### src/rtl/fc_mac_scheduler.sv
`default_nettype none
// =============================================================================
// fc_mac_scheduler : 48->10 fully connected layer sequencer driving one shared
//                    MAC against a synchronous weight ROM.      Rev 1.0
// =============================================================================
module fc_mac_scheduler #(
   parameter int IN_BEATS   = 16,
   parameter int INPUT_NUM  = 48,
   parameter int OUTPUT_NUM = 10,
   parameter int DATA_BITS  = 8,
   parameter int ACC_BITS   = 28
) (
   input  logic                              clk,
   input  logic                              rst,
   input  logic                              valid_in,
   input  logic signed [11:0]                data_in_1,
   input  logic signed [11:0]                data_in_2,
   input  logic signed [11:0]                data_in_3,
   output logic                              in_ready,
   output logic                              w_rd_en,
   output logic [8:0]                        w_addr,
   input  logic signed [DATA_BITS-1:0]       w_data,
   input  logic [0:DATA_BITS*OUTPUT_NUM-1]   b_fc,
   output logic [11:0]                       data_out,
   output logic [3:0]                        out_idx,
   output logic                              valid_out,
   output logic                              done
);

   localparam logic [1:0] S_FILL  = 2'd0;
   localparam logic [1:0] S_MAC   = 2'd1;
   localparam logic [1:0] S_DRAIN = 2'd2;
   localparam logic [1:0] S_BIAS  = 2'd3;

   localparam logic [3:0] c_LAST_BEAT  = 4'(IN_BEATS - 1);
   localparam logic [5:0] c_LAST_K     = 6'(INPUT_NUM - 1);
   localparam logic [3:0] c_LAST_CLASS = 4'(OUTPUT_NUM - 1);
   localparam int         c_PROD_BITS  = DATA_BITS + 14;

   logic [1:0]                r_state;
   logic [1:0]                w_next_state;
   logic [3:0]                r_beat;
   logic [5:0]                r_k;
   logic [5:0]                r_k_d;
   logic                      r_acc_vld;
   logic [3:0]                r_class;
   logic [ACC_BITS-1:0]       r_acc;
   logic signed [13:0]        r_buf [0:INPUT_NUM-1];

   logic [8:0]                w_mac_addr;
   logic [13:0]               w_feat;
   logic [c_PROD_BITS-1:0]    w_wext;
   logic [c_PROD_BITS-1:0]    w_fext;
   logic [c_PROD_BITS-1:0]    w_prod;
   logic [ACC_BITS-1:0]       w_prod_ext;
   logic [DATA_BITS-1:0]      w_bias;
   logic [11:0]               w_score;

   // ---------------------------------------------------------------- state reg
   always_ff @(posedge clk or posedge rst) begin
      if (rst) begin
         r_state <= S_FILL;
      end else begin
         r_state <= w_next_state;
      end
   end

   // --------------------------------------------------------------- next state
   always_comb begin
      w_next_state = r_state;
      case (r_state)
         S_FILL: begin
            if (valid_in && (r_beat == c_LAST_BEAT)) begin
               w_next_state = S_MAC;
            end
         end
         S_MAC: begin
            if (r_k == c_LAST_K) begin
               w_next_state = S_DRAIN;
            end
         end
         S_DRAIN: begin
            w_next_state = S_BIAS;
         end
         S_BIAS: begin
            w_next_state = (r_class == c_LAST_CLASS) ? S_FILL : S_MAC;
         end
         default: begin
            w_next_state = S_FILL;
         end
      endcase
   end

   // ------------------------------------------------------------- FSM outputs
   assign w_mac_addr = {r_class, 5'b0_0000} + {1'b0, r_class, 4'b0000} + {3'b000, r_k};

   always_comb begin
      in_ready = (r_state == S_FILL);
      w_rd_en  = (r_state == S_MAC);
      w_addr   = '0;
      if (r_state == S_MAC) begin
         w_addr = w_mac_addr;
      end
   end

   // ------------------------------------------------------------ feature store
   always_ff @(posedge clk) begin
      if (!rst && (r_state == S_FILL) && valid_in) begin
         r_buf[{2'b00, r_beat}] <= {{2{data_in_1[11]}}, data_in_1};
         r_buf[{2'b01, r_beat}] <= {{2{data_in_2[11]}}, data_in_2};
         r_buf[{2'b10, r_beat}] <= {{2{data_in_3[11]}}, data_in_3};
      end
   end

   // ------------------------------------------------------------- MAC datapath
   // Operands are sign-extended to the full product width so the low bits of
   // a plain multiply equal the signed product.
   assign w_feat     = r_buf[r_k_d];
   assign w_wext     = {{(c_PROD_BITS-DATA_BITS){w_data[DATA_BITS-1]}}, w_data};
   assign w_fext     = {{(c_PROD_BITS-14){w_feat[13]}}, w_feat};
   assign w_prod     = w_wext * w_fext;
   assign w_prod_ext = {{(ACC_BITS-c_PROD_BITS){w_prod[c_PROD_BITS-1]}}, w_prod};
   assign w_bias     = b_fc[{r_class, 3'b000} +: DATA_BITS];
   assign w_score    = 12'((r_acc[18:0] + {{(19-DATA_BITS){w_bias[DATA_BITS-1]}}, w_bias}) >> 7);

   always_ff @(posedge clk or posedge rst) begin
      if (rst) begin
         r_beat    <= '0;
         r_k       <= '0;
         r_k_d     <= '0;
         r_acc_vld <= 1'b0;
         r_class   <= '0;
         r_acc     <= '0;
         data_out  <= '0;
         out_idx   <= '0;
         valid_out <= 1'b0;
         done      <= 1'b0;
      end else begin
         valid_out <= 1'b0;
         done      <= 1'b0;
         // w_data lags the address by one cycle, so the product uses the
         // feature index issued on the previous MAC cycle.
         r_acc_vld <= (r_state == S_MAC);
         r_k_d     <= r_k;
         case (r_state)
            S_FILL: begin
               if (valid_in) begin
                  r_beat <= (r_beat == c_LAST_BEAT) ? 4'd0 : r_beat + 4'd1;
               end
            end
            S_MAC: begin
               r_k <= (r_k == c_LAST_K) ? 6'd0 : r_k + 6'd1;
            end
            S_BIAS: begin
               data_out  <= w_score;
               out_idx   <= r_class;
               valid_out <= 1'b1;
               if (r_class == c_LAST_CLASS) begin
                  done    <= 1'b1;
                  r_class <= '0;
               end else begin
                  r_class <= r_class + 4'd1;
               end
            end
            default: begin
            end
         endcase
         if (r_state == S_BIAS) begin
            r_acc <= '0;
         end else if (r_acc_vld) begin
            r_acc <= r_acc + w_prod_ext;
         end
      end
   end

endmodule
`default_nettype wire

### config.mk
export PLATFORM = sky130hd
export DESIGN_NAME = fc_mac_scheduler
export DESIGN_NICKNAME = d
export VERILOG_FILES = /design/src/rtl/fc_mac_scheduler.sv
export SDC_FILE = /design/constraint.sdc
export NUM_CORES = 1
export LEC_CHECK = 0
export CORE_MARGIN = 2
export CORE_UTILIZATION = 65
export CTS_BUF_LIST = sky130_fd_sc_hd__clkbuf_4 sky130_fd_sc_hd__clkbuf_8
export CTS_CLUSTER_DIAMETER = 100
export CTS_CLUSTER_SIZE = 16
export DETAILED_ROUTE_END_ITERATION = 8
export PLACE_DENSITY = 0.92
export RECOVER_POWER = 100
export SYNTH_ARGS = -nofsm -noshare
export SYNTH_HDL_FRONTEND = slang
export SYNTH_SLANG_ARGS = --single-unit
### constraint.sdc
create_clock -name clk -period 18.3 [get_ports clk]
set_clock_uncertainty 0.1 [all_clocks]
set_input_delay 1.83 -clock clk [delete_from_list [all_inputs] [get_ports clk]]
set_output_delay 1.83 -clock clk [all_outputs]
set_load 0.05 [all_outputs]
; Word level (Yosys, flattened, before mapping)
; Memories as Yosys holds them, arrays and structs flattened.
; Cells that the tools add are included.
[word_totals]
input_bits = 127
output_inout_bits = 29
register_bits = 69
n_memories = 1
elab_cells = 53
mem_bits_rw = 672
[mem_list]
columns = memory, depth, word_bits, read_ports, rd_ports_with_merged_regs, write_ports, line
row1 = r_buf, 48, 14, 1, 0, 3, 48  ; logic signed [13:0] r_buf [0:INPUT_NUM-1];
[classes]
shift = 1
n_reduce_logical = 8
n_bitwise = 1
muxes = 15
mul = 1
n_eq_ne = 8
n_addsub = 7
[op_table]
columns = op, count
row1 = $shiftx 80x8->81, 1
row2 = $mux 28, 2
row3 = $add 28x28->28, 1
row4 = $mul 8x14->22, 1
row5 = $add 19x19->19, 1
row6 = $add 9x6->9, 1
row7 = $add 9x8->9, 1
row8 = $mux 9, 1
row9 = $add 4x1->4 const B, 2
row10 = $eq 4x4->1 const B, 2
row11 = $mux 4, 2
row12 = $not 7->8, 1
row13 = $pmux 2 s4, 1
row14 = $add 6x1->6 const B, 1
row15 = $eq 6x6->1 const B, 1
row16 = $mux 1, 6
row17 = $mux 6, 1
row18 = $eq 2x2->1 const B, 2
row19 = $mux 2, 2
row20 = $ne 2x1->1 const B, 2
row21 = $reduce_and 2->1, 2
row22 = $logic_and 1x1->1, 3
row23 = $eq 2x1->1 const B, 1
row24 = $logic_not 2->1, 1
row25 = other kinds (2), 2

; Longest topological paths before layout
; Gate-level depths: netlist of run 1.
[logic_depth]
word_depth = 5
ltp_mapped = 34

; Worst setup path after synthesis of run 1
; OpenSTA, ideal clock, no wires.
[synth_path]
path_kind = register to register
start = reg r_k_d[0]
end = reg r_acc[18]
setup_slack_ns = 9.848
stages_incl_launch_ff = 30
required_ns = 18.062
arrival_time_ns = 8.214
period_less_slack_ns = 8.452
n_path_buf = 4
path_cell_list = dfrtp_1 buf_6 clkbuf_1 clkbuf_1 buf_1 mux4_2 mux4_2 a21oi_1 nand2_1 fa_1 fa_1 inv_1 fa_1 inv_1 fa_1 inv_1 ha_1 o21ai_0 nor2_1 o41ai_1 o2111ai_1 xor2_1 ha_1 and3_1 nand2b_1 o21ai_0 o221ai_1 and4b_1 a2111oi_0 o21ai_1
[synth_via]
elab_chain_len = 5
[synth_rtl]
columns = element, line
row1 = "start, declared", 44  ; logic [5:0] r_k_d;
row2 = "start signal, assigned", 144  ; r_k_d <= r_k;
row3 = $mem_v2 48x14, -
row4 = $mul 8x14->22, 121  ; assign w_prod = w_wext * w_fext;
row5 = $add 28x28->28, 171  ; r_acc <= r_acc + w_prod_ext;
row6 = $mux 28, 170  ; end else if (r_acc_vld) begin
row7 = $mux 28, 168  ; if (r_state == S_BIAS) begin
row8 = "end signal, assigned", 171
row9 = "end, declared", 47  ; logic [ACC_BITS-1:0] r_acc;
; No other way between the ends. The select of a mux whose other input is x is not followed.
; A chain may end at the register's enable or synchronous reset.

; Final worst setup path of run 1
; Ends and elaborated chain as after synthesis.

==> out/metrics.cfg, run 1 <==
[die]
core_area_sq_um=45500
initial_core_util_pct=66.1
fp-row-count=78
dieArea_sq_um=48000
die_w_um=219
floorplan.io_pins=156
die_y_um=219

[critical_path]
r2r_slack_ps=5530
crit_type=flop to flop
crit_path_frequent_cell=fa_1
slowest_stage=clkbuf_1
cp_max_fo=46
rr_startpoint=r_k_d[0]$_DFF_PP0_
worstPathArrival_ps=13210
critPathLaunchType=flop
reg2reg_depth=29
critPathCaptureType=flop
max_stage_delay_ps=2540
crit_required_ps=18740
timing.rr.end=r_acc[18]$_DFFE_PP0P_

[min_path]
hp-class=flop to flop
hold_start=r_k[2]$_DFFE_PP0P_
hold_path_end=r_k_d[2]$_DFF_PP0_
hold_depth=0

[flow_run]
maxCapViolations=20

[clock_network]
hold_buffers=0
cts_buffers=45
cts.sinks=636
clockRootBuffer=clkbuf_8
clk_pin_slew_ps=110
htreeDepth=2
cts_setup_buffers=0
cts_max_path_buffers=3
insertion_delay_ps=670
cts-resized-gates=0
tritoncts=yes

[grt]
grt_pass1_vias=17700
grt_pass1_wl_mm=104
grtUsageTotal_pct=29.7
grt_max_degree=56
grt_overflow=0
antenna_found_initial=10

[sta]
fin_tns_setup_ps=0
timing.fmax_mhz=78.3
rsz0062_at_grt=no
finalCritPeriodShare_pct=69.8
finalMaxSlewViolations=723
worst_slew_pin_slew_ps=3560
setup_viol=0
period_needed_ps=12770
hold_viol=0
max_slew_margin_pct=-137

[route]
vias_per_cell=6.64
drt-wirelength-per-cell_um=27.4
drtIter0Drc=1777
wl_met1_mm=25.2
drc_errors=0
dr.pass1.iters=5
met2_length_mm=36.2
ant_nets=0
finalWirelength_mm=68.9
highest_layer=met5
wl_met3_mm=5.25
vias=16700

[synthesis]
syn_area_sq_um=30100
ys_async_sr_fraction_pct=9.43
synth-seq-area-share_pct=62.5
ys.flop_type=edfxtp_1
synth_edf_count=576
synth_seq_cells=636
synth_area_per_cell_sq_um=17.4
syn-num-nets=2018
syn_inst=1727
synth_cell_types=62
yosysWarnings=0

[outcome]
violations=capacitance limit, slew limit
status=complete, but fails checks

[place]
io_buffer_count=155
finalWeightedCongestion=0.847
hpwl_mm=43.7

[final_layout]
layout_common_cells=edfxtp_1 (576), mux4_2 (185), inv_1 (124), clkdlybuf4s50_1 (86), ha_1 (85)
fin_nets=2176
syn2layout_area_growth_pct=10.3
drive_gt1_share_pct=16.3
final_common_cell=edfxtp_1

==> sequential cells by signal, summed over array words and instances (netlist names), 2 cells and up <==
signal and count:
data_out 12, r_acc 19, r_state 2, r_beat 4, r_class 4, r_k_d 6, out_idx 4, r_k 6
r_buf 576
==> area by class of cell <==
class                   count  area, sq um
clock buffers              72          822
clock inverters             4         65.1
flip-flops and latches    636        18800
repair buffers            183         1690
diodes                      4         10.0
inverters                 125          469
fillers                  2611        12300
multi-input cells         894        10600
well taps                 600          751
==> critical path, delay by kind of cell, from the launching register on <==
kind	cells	cell delay, ps
buf+inv	5	3380
fa+ha+maj	6	2830
compound gates	8	2460
mux	3	1530
flops	1	1240
simple gates	6	840
xor+xnor	1	180
==> per-stage QoR <==
step | instances | utilization [%] | worst slack [ps] | cell area [sq um] | hold WS [ps]
6_report | 2518 | 72.9 | 5530 | 33200 | 400
5_1_grt | 2518 | 72.9 | 4330 | 33200 | 411
4_1_cts | 2514 | 73.2 | 8000 | 33300 | 394
3_5_place_dp | 2438 | 71.2 | 8050 | 32400 | 371
3_3_place_gp | 2438 | 71.2 | 8280 | 32400 | 334
2_1_floorplan | 1727 | - | 9850 | 30100 | 308
==> routing by layer <==
layer  up-vias  track usage, %
met2       951            51.2
met4         6            11.8
met5         -               0
met3       174            4.27
li1       6950               -
met1      8640            38.7
==> cell families (layout without fill, tap and decap cells) <==
| family | count (synthesis) | in the layout | share of synthesized area, % |
|---|---|---|---|
| AOI/OAI and AO/OA | 151 | 151 | 3.34 |
| xor gates and xnor gates | 51 | 51 | 1.49 |
| adders and majority gates | 164 | 164 | 8.80 |
| buffers and inverters | 197 | 384 | 2.51 |
| DFF | 636 | 636 | 62.5 |
| muxes | 249 | 249 | 16.4 |
| other | 0 | 4 | 0 |
| and+or+nand+nor | 279 | 279 | 4.96 |
==> cells in the mapped netlist (3+ instances only) <==
master / instances / area [sq um]
mux4_1: 5 / 131
o2111ai_1: 3 / 26.3
clkbuf_1: 44 / 165
a22oi_1: 5 / 37.5
nor2_1: 68 / 255
fa_1: 79 / 1580
o31ai_1: 3 / 22.5
xnor2_1: 35 / 307
a211oi_1: 5 / 37.5
ha_1: 85 / 1060
a21oi_1: 52 / 260
nor3b_1: 3 / 22.5
nor3_1: 13 / 65.1
buf_1: 22 / 82.6
mux4_2: 185 / 4170
nand3b_1: 3 / 22.5
nand3_1: 13 / 65.1
a31oi_1: 4 / 25.0
or2_2: 3 / 18.8
o21ai_0: 19 / 95.1
o21bai_1: 3 / 22.5
nand2_1: 33 / 124
inv_1: 124 / 465
o211ai_1: 4 / 30.0
and2_1: 21 / 131
buf_2: 4 / 20.0
nor4b_1: 4 / 35.0
a2111oi_0: 3 / 26.3
a21boi_0: 3 / 22.5
o21a_1: 8 / 60.1
a221oi_1: 7 / 61.3
mux2_2: 27 / 304
or3_1: 4 / 25.0
and3_1: 11 / 68.8
nand2b_1: 22 / 138
xor2_1: 16 / 140
dfrtp_1: 60 / 1500
nand4_1: 3 / 18.8
nor2b_1: 72 / 450
a21o_1: 15 / 113
edfxtp_1: 576 / 17300
mux2i_1: 32 / 320
==> worst max path at each step <==
stage | start | endpoint | slack, ps | cells past startpoint
6_report | r_k_d[0]$_DFF_PP0_ | r_acc[18]$_DFFE_PP0P_ | 5530 | 29
5_1_grt | r_k_d[0]$_DFF_PP0_ | r_acc[18]$_DFFE_PP0P_ | 4330 | 30
4_1_cts | r_k_d[0]$_DFF_PP0_ | r_acc[18]$_DFFE_PP0P_ | 8000 | 29
3_5_place_dp | r_k_d[0]$_DFF_PP0_ | r_acc[18]$_DFFE_PP0P_ | 8050 | 29
3_3_place_gp | r_k_d[0]$_DFF_PP0_ | r_acc[18]$_DFFE_PP0P_ | 8280 | 29
2_1_floorplan | r_k_d[0]$_DFF_PP0_ | r_acc[18]$_DFFE_PP0P_ | 9850 | 29
Power of run 1 is left out: the tool's default activity adds up to more than one toggle a clock period on the data nets, which glitch-free logic cannot reach.
==> run 2: changes to the inputs <==
- CORE_UTILIZATION: 65 -> 56
- PLACE_DENSITY: 0.92 -> 0.85
- clock period: 18.3 -> 11.3 ns (I/O delays scaled with it)
==> run 2 against run 1 <==
  * The run still ends with capacitance limit, slew limit left
  * Cell count grew 3.1%
  * Register-to-register slack worse by 3800 ps
  * Critical path type unchanged
  * Global-route usage is 5.5 points lower
  * Via count is 2.9% lower
  * Setup slack worse by 3800 ps
  * Worst hold slack worse by 41 ps
  * Die area increased by 16%
  * Flip-flop and latch count stayed put
  * Design area increased by 0.21%
  * Maximum frequency increased by 33%
  * Non-clock buffer count rose by 1
  * Wire length decreased by 4.4%
==> out/metrics.cfg, run 2 (synthesis gave the netlist of run 1 again) <==
[critical_path]
max_stage_delay_ps=890
r2r_slack_ps=1690
timing.rr.end=r_acc[18]$_DFFE_PP0P_
crit_required_ps=11720
critPathLaunchType=flop
critPathCaptureType=flop
reg2reg_depth=28
slowest_stage=dfrtp_4
worstPathArrival_ps=10020
rr_startpoint=r_k_d[0]$_DFF_PP0_
crit_path_frequent_cell=fa_1
crit_type=flop to flop
cp_max_fo=55
crit_path_start=r_k_d[0]$_DFF_PP0_

[clock_network]
cts-resized-gates=0
cts.sinks=636
tritoncts=yes
cts_setup_buffers=0
hold_buffers=0
cts_max_path_buffers=3
clockRootBuffer=clkbuf_8
cts_buffers=45
clk_pin_slew_ps=100
insertion_delay_ps=660
htreeDepth=2

[die]
floorplan.io_pins=156
die_y_um=236
core_area_sq_um=52900
fp-row-count=84
die_w_um=236
dieArea_sq_um=55600
initial_core_util_pct=56.9

[route]
ant_nets=0
dr.pass1.iters=5
vias_per_cell=6.25
drt-wirelength-per-cell_um=25.4
highest_layer=met5
wl_met3_mm=4.48
wl_met1_mm=25.7
finalWirelength_mm=65.9
vias=16200
drtIter0Drc=1539
drc_errors=0
met2_length_mm=34.2

[final_layout]
syn2layout_area_growth_pct=10.6
fin_nets=2177
fill_cells=3569
regMostFlops=r_buf
layout_common_cells=edfxtp_1 (576), mux4_2 (185), inv_1 (123), clkdlybuf4s50_1 (89), ha_1 (85)
largest_register_ffs=576
drive_gt1_share_pct=16.0
largestRegisters=r_buf (576), r_acc (19), data_out (12)
final_common_cell=edfxtp_1

[sta]
finalCritPeriodShare_pct=85.0
timing.fmax_mhz=104
rsz0062_at_grt=no
worst_slew_pin_slew_ps=3460
setup_ws_ps=1690
max_slew_margin_pct=-130
fin_tns_setup_ps=0
period_needed_ps=9610
hold_viol=0
setup_viol=0
finalMaxSlewViolations=699

[min_path]
hp-class=flop to flop
hold_depth=0
hold_path_end=r_k_d[2]$_DFF_PP0_
hold_start=r_k[2]$_DFFE_PP0P_

[flow_run]
maxCapViolations=19

[grt]
grt_pass1_wl_mm=102
grt_max_degree=63
grt_pass1_vias=17200
grt_overflow=0
antenna_found_initial=5
grtUsageTotal_pct=24.2

[place]
hpwl_mm=41.1
io_buffer_count=155
finalWeightedCongestion=0.879
place_ws_ps=1780

[outcome]
violations=capacitance limit, slew limit
status=complete, but fails checks

[run 2: changes by cell type in the layout (fill, tap and decap cells not counted), moves of 2 or more]
cell / before / now
dlygate4sd3_1: 69 / 66
nor3_1: 13 / 11
clkdlybuf4s50_1: 86 / 89
clkinv_1: 1 / 3
clkbuf_4: 27 / 16
buf_4: 9 / 7
buf_12: 0 / 3
nor3_2: 0 / 2
clkinv_8: 0 / 2
[run 2: how the worst max path moves through the flow]
stage          slack [ps]  cells after the start                    end
6_report             1690                     28  r_acc[18]$_DFFE_PP0P_
5_1_grt               990                     30  r_acc[18]$_DFFE_PP0P_
4_1_cts              1660                     28  r_acc[18]$_DFFE_PP0P_
3_5_place_dp         1780                     28  r_acc[18]$_DFFE_PP0P_
3_3_place_gp         2120                     29  r_acc[18]$_DFFE_PP0P_
2_1_floorplan        2850                     29  r_acc[18]$_DFFE_PP0P_
[run 2: cell type report]
cell class                 count  area, sq um  share of cell area [%]
clock buffer                  62          753                    2.27
sequential                   636        18800                    56.6
multi-input combinational    894        10600                    31.8
clock inverter                 4         43.8                   0.132
tap                          688          861                    2.59
antenna                        3         7.51                  0.0226
inverter                     125          469                    1.41
timing repair buffer         184         1740                    5.22
[run 2: per-stage QoR]
step | utilization, % | area, sq um | hold slack (ps) | std cells
finish | 62.9 | 33200 | 359 | 2596
global route | 62.9 | 33200 | 387 | 2594
CTS | 63.1 | 33400 | 358 | 2593
detailed placement | 61.6 | 32600 | 333 | 2527
global placement | 61.6 | 32600 | 337 | 2527
floorplan | - | 30100 | 308 | 1727
[run 2: routing by layer]
layer,vias up,GRT usage (%)
met5,-,0
met4,6,6.72
li1,6949,-
met1,8485,32.6
met3,104,3.32
met2,693,41.8
[run 2: worst max-delay path, delay by kind of cell (launching register included)]
| kind | cells | cell delay, ps |
|---|---|---|
| simple gates | 6 | 940 |
| compound gates | 8 | 2650 |
| fa+ha+maj | 6 | 2650 |
| xor+xnor | 1 | 170 |
| flops | 1 | 890 |
| mux | 3 | 1400 |
| buf+inv | 4 | 620 |
Power of run 2 is left out for the same reason.
==> run 3: changes to the inputs <==
==> constraint.sdc (replaced) <==
create_clock -name clk -period 11.3 [get_ports clk]
set_clock_uncertainty 0.1 [all_clocks]
set_input_delay 2.825 -clock clk [delete_from_list [all_inputs] [get_ports clk]]
set_output_delay 2.825 -clock clk [all_outputs]
set_load 0.05 [all_outputs]
==> run 3 against run 2 <==
  * The run still ends with capacitance limit, slew limit left
  * Count of clock-buffer cells in the layout shrank 1
  * Cell count grew 0.23%
  * Via count shrank 1.3%
  * Critical path depth is the same
  * Global-route usage shrank 0.48 points
  * Register-to-register slack lost 30 ps
  * Design area is essentially flat
  * Sequential share of layout area is essentially flat
  * Critical path type unchanged
  * Setup slack lost 29 ps
  * Highest routed layer unchanged
  * Flip-flop and latch count is the same
  * Die area is the same
  * Non-clock buffer count grew 7
==> out/metrics.cfg, run 3 (synthesis gave the netlist of run 1 again) <==
[outcome]
status=complete, but fails checks
violations=capacitance limit, slew limit

[die]
die_y_um=236
dieArea_sq_um=55600
initial_core_util_pct=56.9
core_area_sq_um=52900
floorplan.io_pins=156
die_w_um=236
fp-row-count=84

[route]
dr.pass1.iters=5
vias=16000
finalWirelength_mm=64.8
vias_per_cell=6.16
ant_nets=0
drt-wirelength-per-cell_um=24.9
drtIter0Drc=1470
drc_errors=0

[grt]
grt_overflow=0
grt_pass1_wl_mm=99.6
antenna_found_initial=9
grt_max_degree=61
grt_pass1_vias=17100
grtUsageTotal_pct=23.7

[clock_network]
clk_pin_slew_ps=100
cts.sinks=636
cts_setup_buffers=0
cts_buffers=45
htreeDepth=2
clockRootBuffer=clkbuf_8
cts_max_path_buffers=3
hold_buffers=0
insertion_delay_ps=650
tritoncts=yes
cts-resized-gates=0

[sta]
fin_hold_ws_ps=376
setup_viol=0
max_slew_margin_pct=-122
worst_slew_pin_slew_ps=3340
hold_viol=0
finalCritPeriodShare_pct=85.3
rsz0062_at_grt=no
fin_tns_setup_ps=0
finalMaxSlewViolations=714
period_needed_ps=9630
setup_ws_ps=1670
timing.fmax_mhz=104

[place]
hpwl_mm=41.7
finalWeightedCongestion=0.890
io_buffer_count=155
place_ws_ps=1790

[min_path]
hold_path_end=r_k_d[2]$_DFF_PP0_
hold_depth=0
hold_start=r_k[2]$_DFFE_PP0P_
hp-class=flop to flop

[critical_path]
cp_max_fo=53
max_stage_delay_ps=720
reg2reg_depth=28
r2r_slack_ps=1670
crit_path_frequent_cell=fa_1
critPathCaptureType=flop
slowest_stage=dfrtp_4
crit_type=flop to flop
crit_required_ps=11720
critPathLaunchType=flop
timing.rr.end=r_acc[18]$_DFFE_PP0P_
worstPathArrival_ps=10050
rr_startpoint=r_k_d[0]$_DFF_PP0_

[final_layout]
final_common_cell=edfxtp_1
layout_common_cells=edfxtp_1 (576), mux4_2 (185), inv_1 (123), clkdlybuf4s50_1 (86), ha_1 (85)
drive_gt1_share_pct=16.2
final_util_pct=62.9
largest_register_ffs=576
regMostFlops=r_buf
fin_nets=2184
syn2layout_area_growth_pct=10.6
largestRegisters=r_buf (576), r_acc (19), data_out (12)

[flow_run]
maxCapViolations=24

-- run 3: changes by cell type in the layout (fill, tap and decap cells not counted), moves of 2 or more --
cell             change
clkinv_8             -2
nor3_1               +2
dlygate4sd3_1        +3
nor3_2               -2
buf_4                +9
clkdlybuf4s50_1      -3
-- run 3: critical path, delay by kind of cell (launching register included) --
| kind | cells | cell delay [ps] |
|---|---|---|
| muxes | 3 | 1430 |
| and+or+nand+nor | 6 | 990 |
| AOI/OAI and AO/OA | 8 | 2630 |
| xor gates and xnor gates | 1 | 190 |
| buffers and inverters | 4 | 620 |
| DFF | 1 | 720 |
| adders and majority gates | 6 | 2770 |
-- run 3: worst max-delay path by stage --
stage                             startpoint                    end  slack [ps]
after floorplan                    w_data[7]  r_acc[18]$_DFFE_PP0P_        2840
after global placement             w_data[4]  r_acc[18]$_DFFE_PP0P_        1780
after detailed placement           w_data[7]  r_acc[18]$_DFFE_PP0P_        1790
after CTS                 r_k_d[0]$_DFF_PP0_  r_acc[18]$_DFFE_PP0P_        1810
after global routing      r_k_d[0]$_DFF_PP0_  r_acc[18]$_DFFE_PP0P_        1050
final                     r_k_d[0]$_DFF_PP0_  r_acc[18]$_DFFE_PP0P_        1670
-- run 3: through the flow --
stage,instance area [sq um],std cells
floorplan,30100,1727
global placement,32600,2534
detailed placement,32600,2534
CTS,33400,2599
global route,33200,2601
finish,33200,2602
-- run 3: layout make-up --
| class | count | area, sq um |
|---|---|---|
| sequential | 636 | 18800 |
| inverter | 125 | 469 |
| clock buffer | 61 | 739 |
| tap | 688 | 861 |
| timing repair buffer | 191 | 1780 |
| antenna | 3 | 7.51 |
| clock inverter | 4 | 40.0 |
| multi-input combinational | 894 | 10500 |
| fill | 3576 | 19600 |
-- run 3: layer usage --
metal	vias to the layer above	track usage, %	wire length [um]
li1	6963	-	-
met1	8310	30.2	24700
met2	612	41.7	33900
met3	140	3.39	4010
met4	6	8.65	2180
met5	-	0	37
Power of run 3 is left out for the same reason.
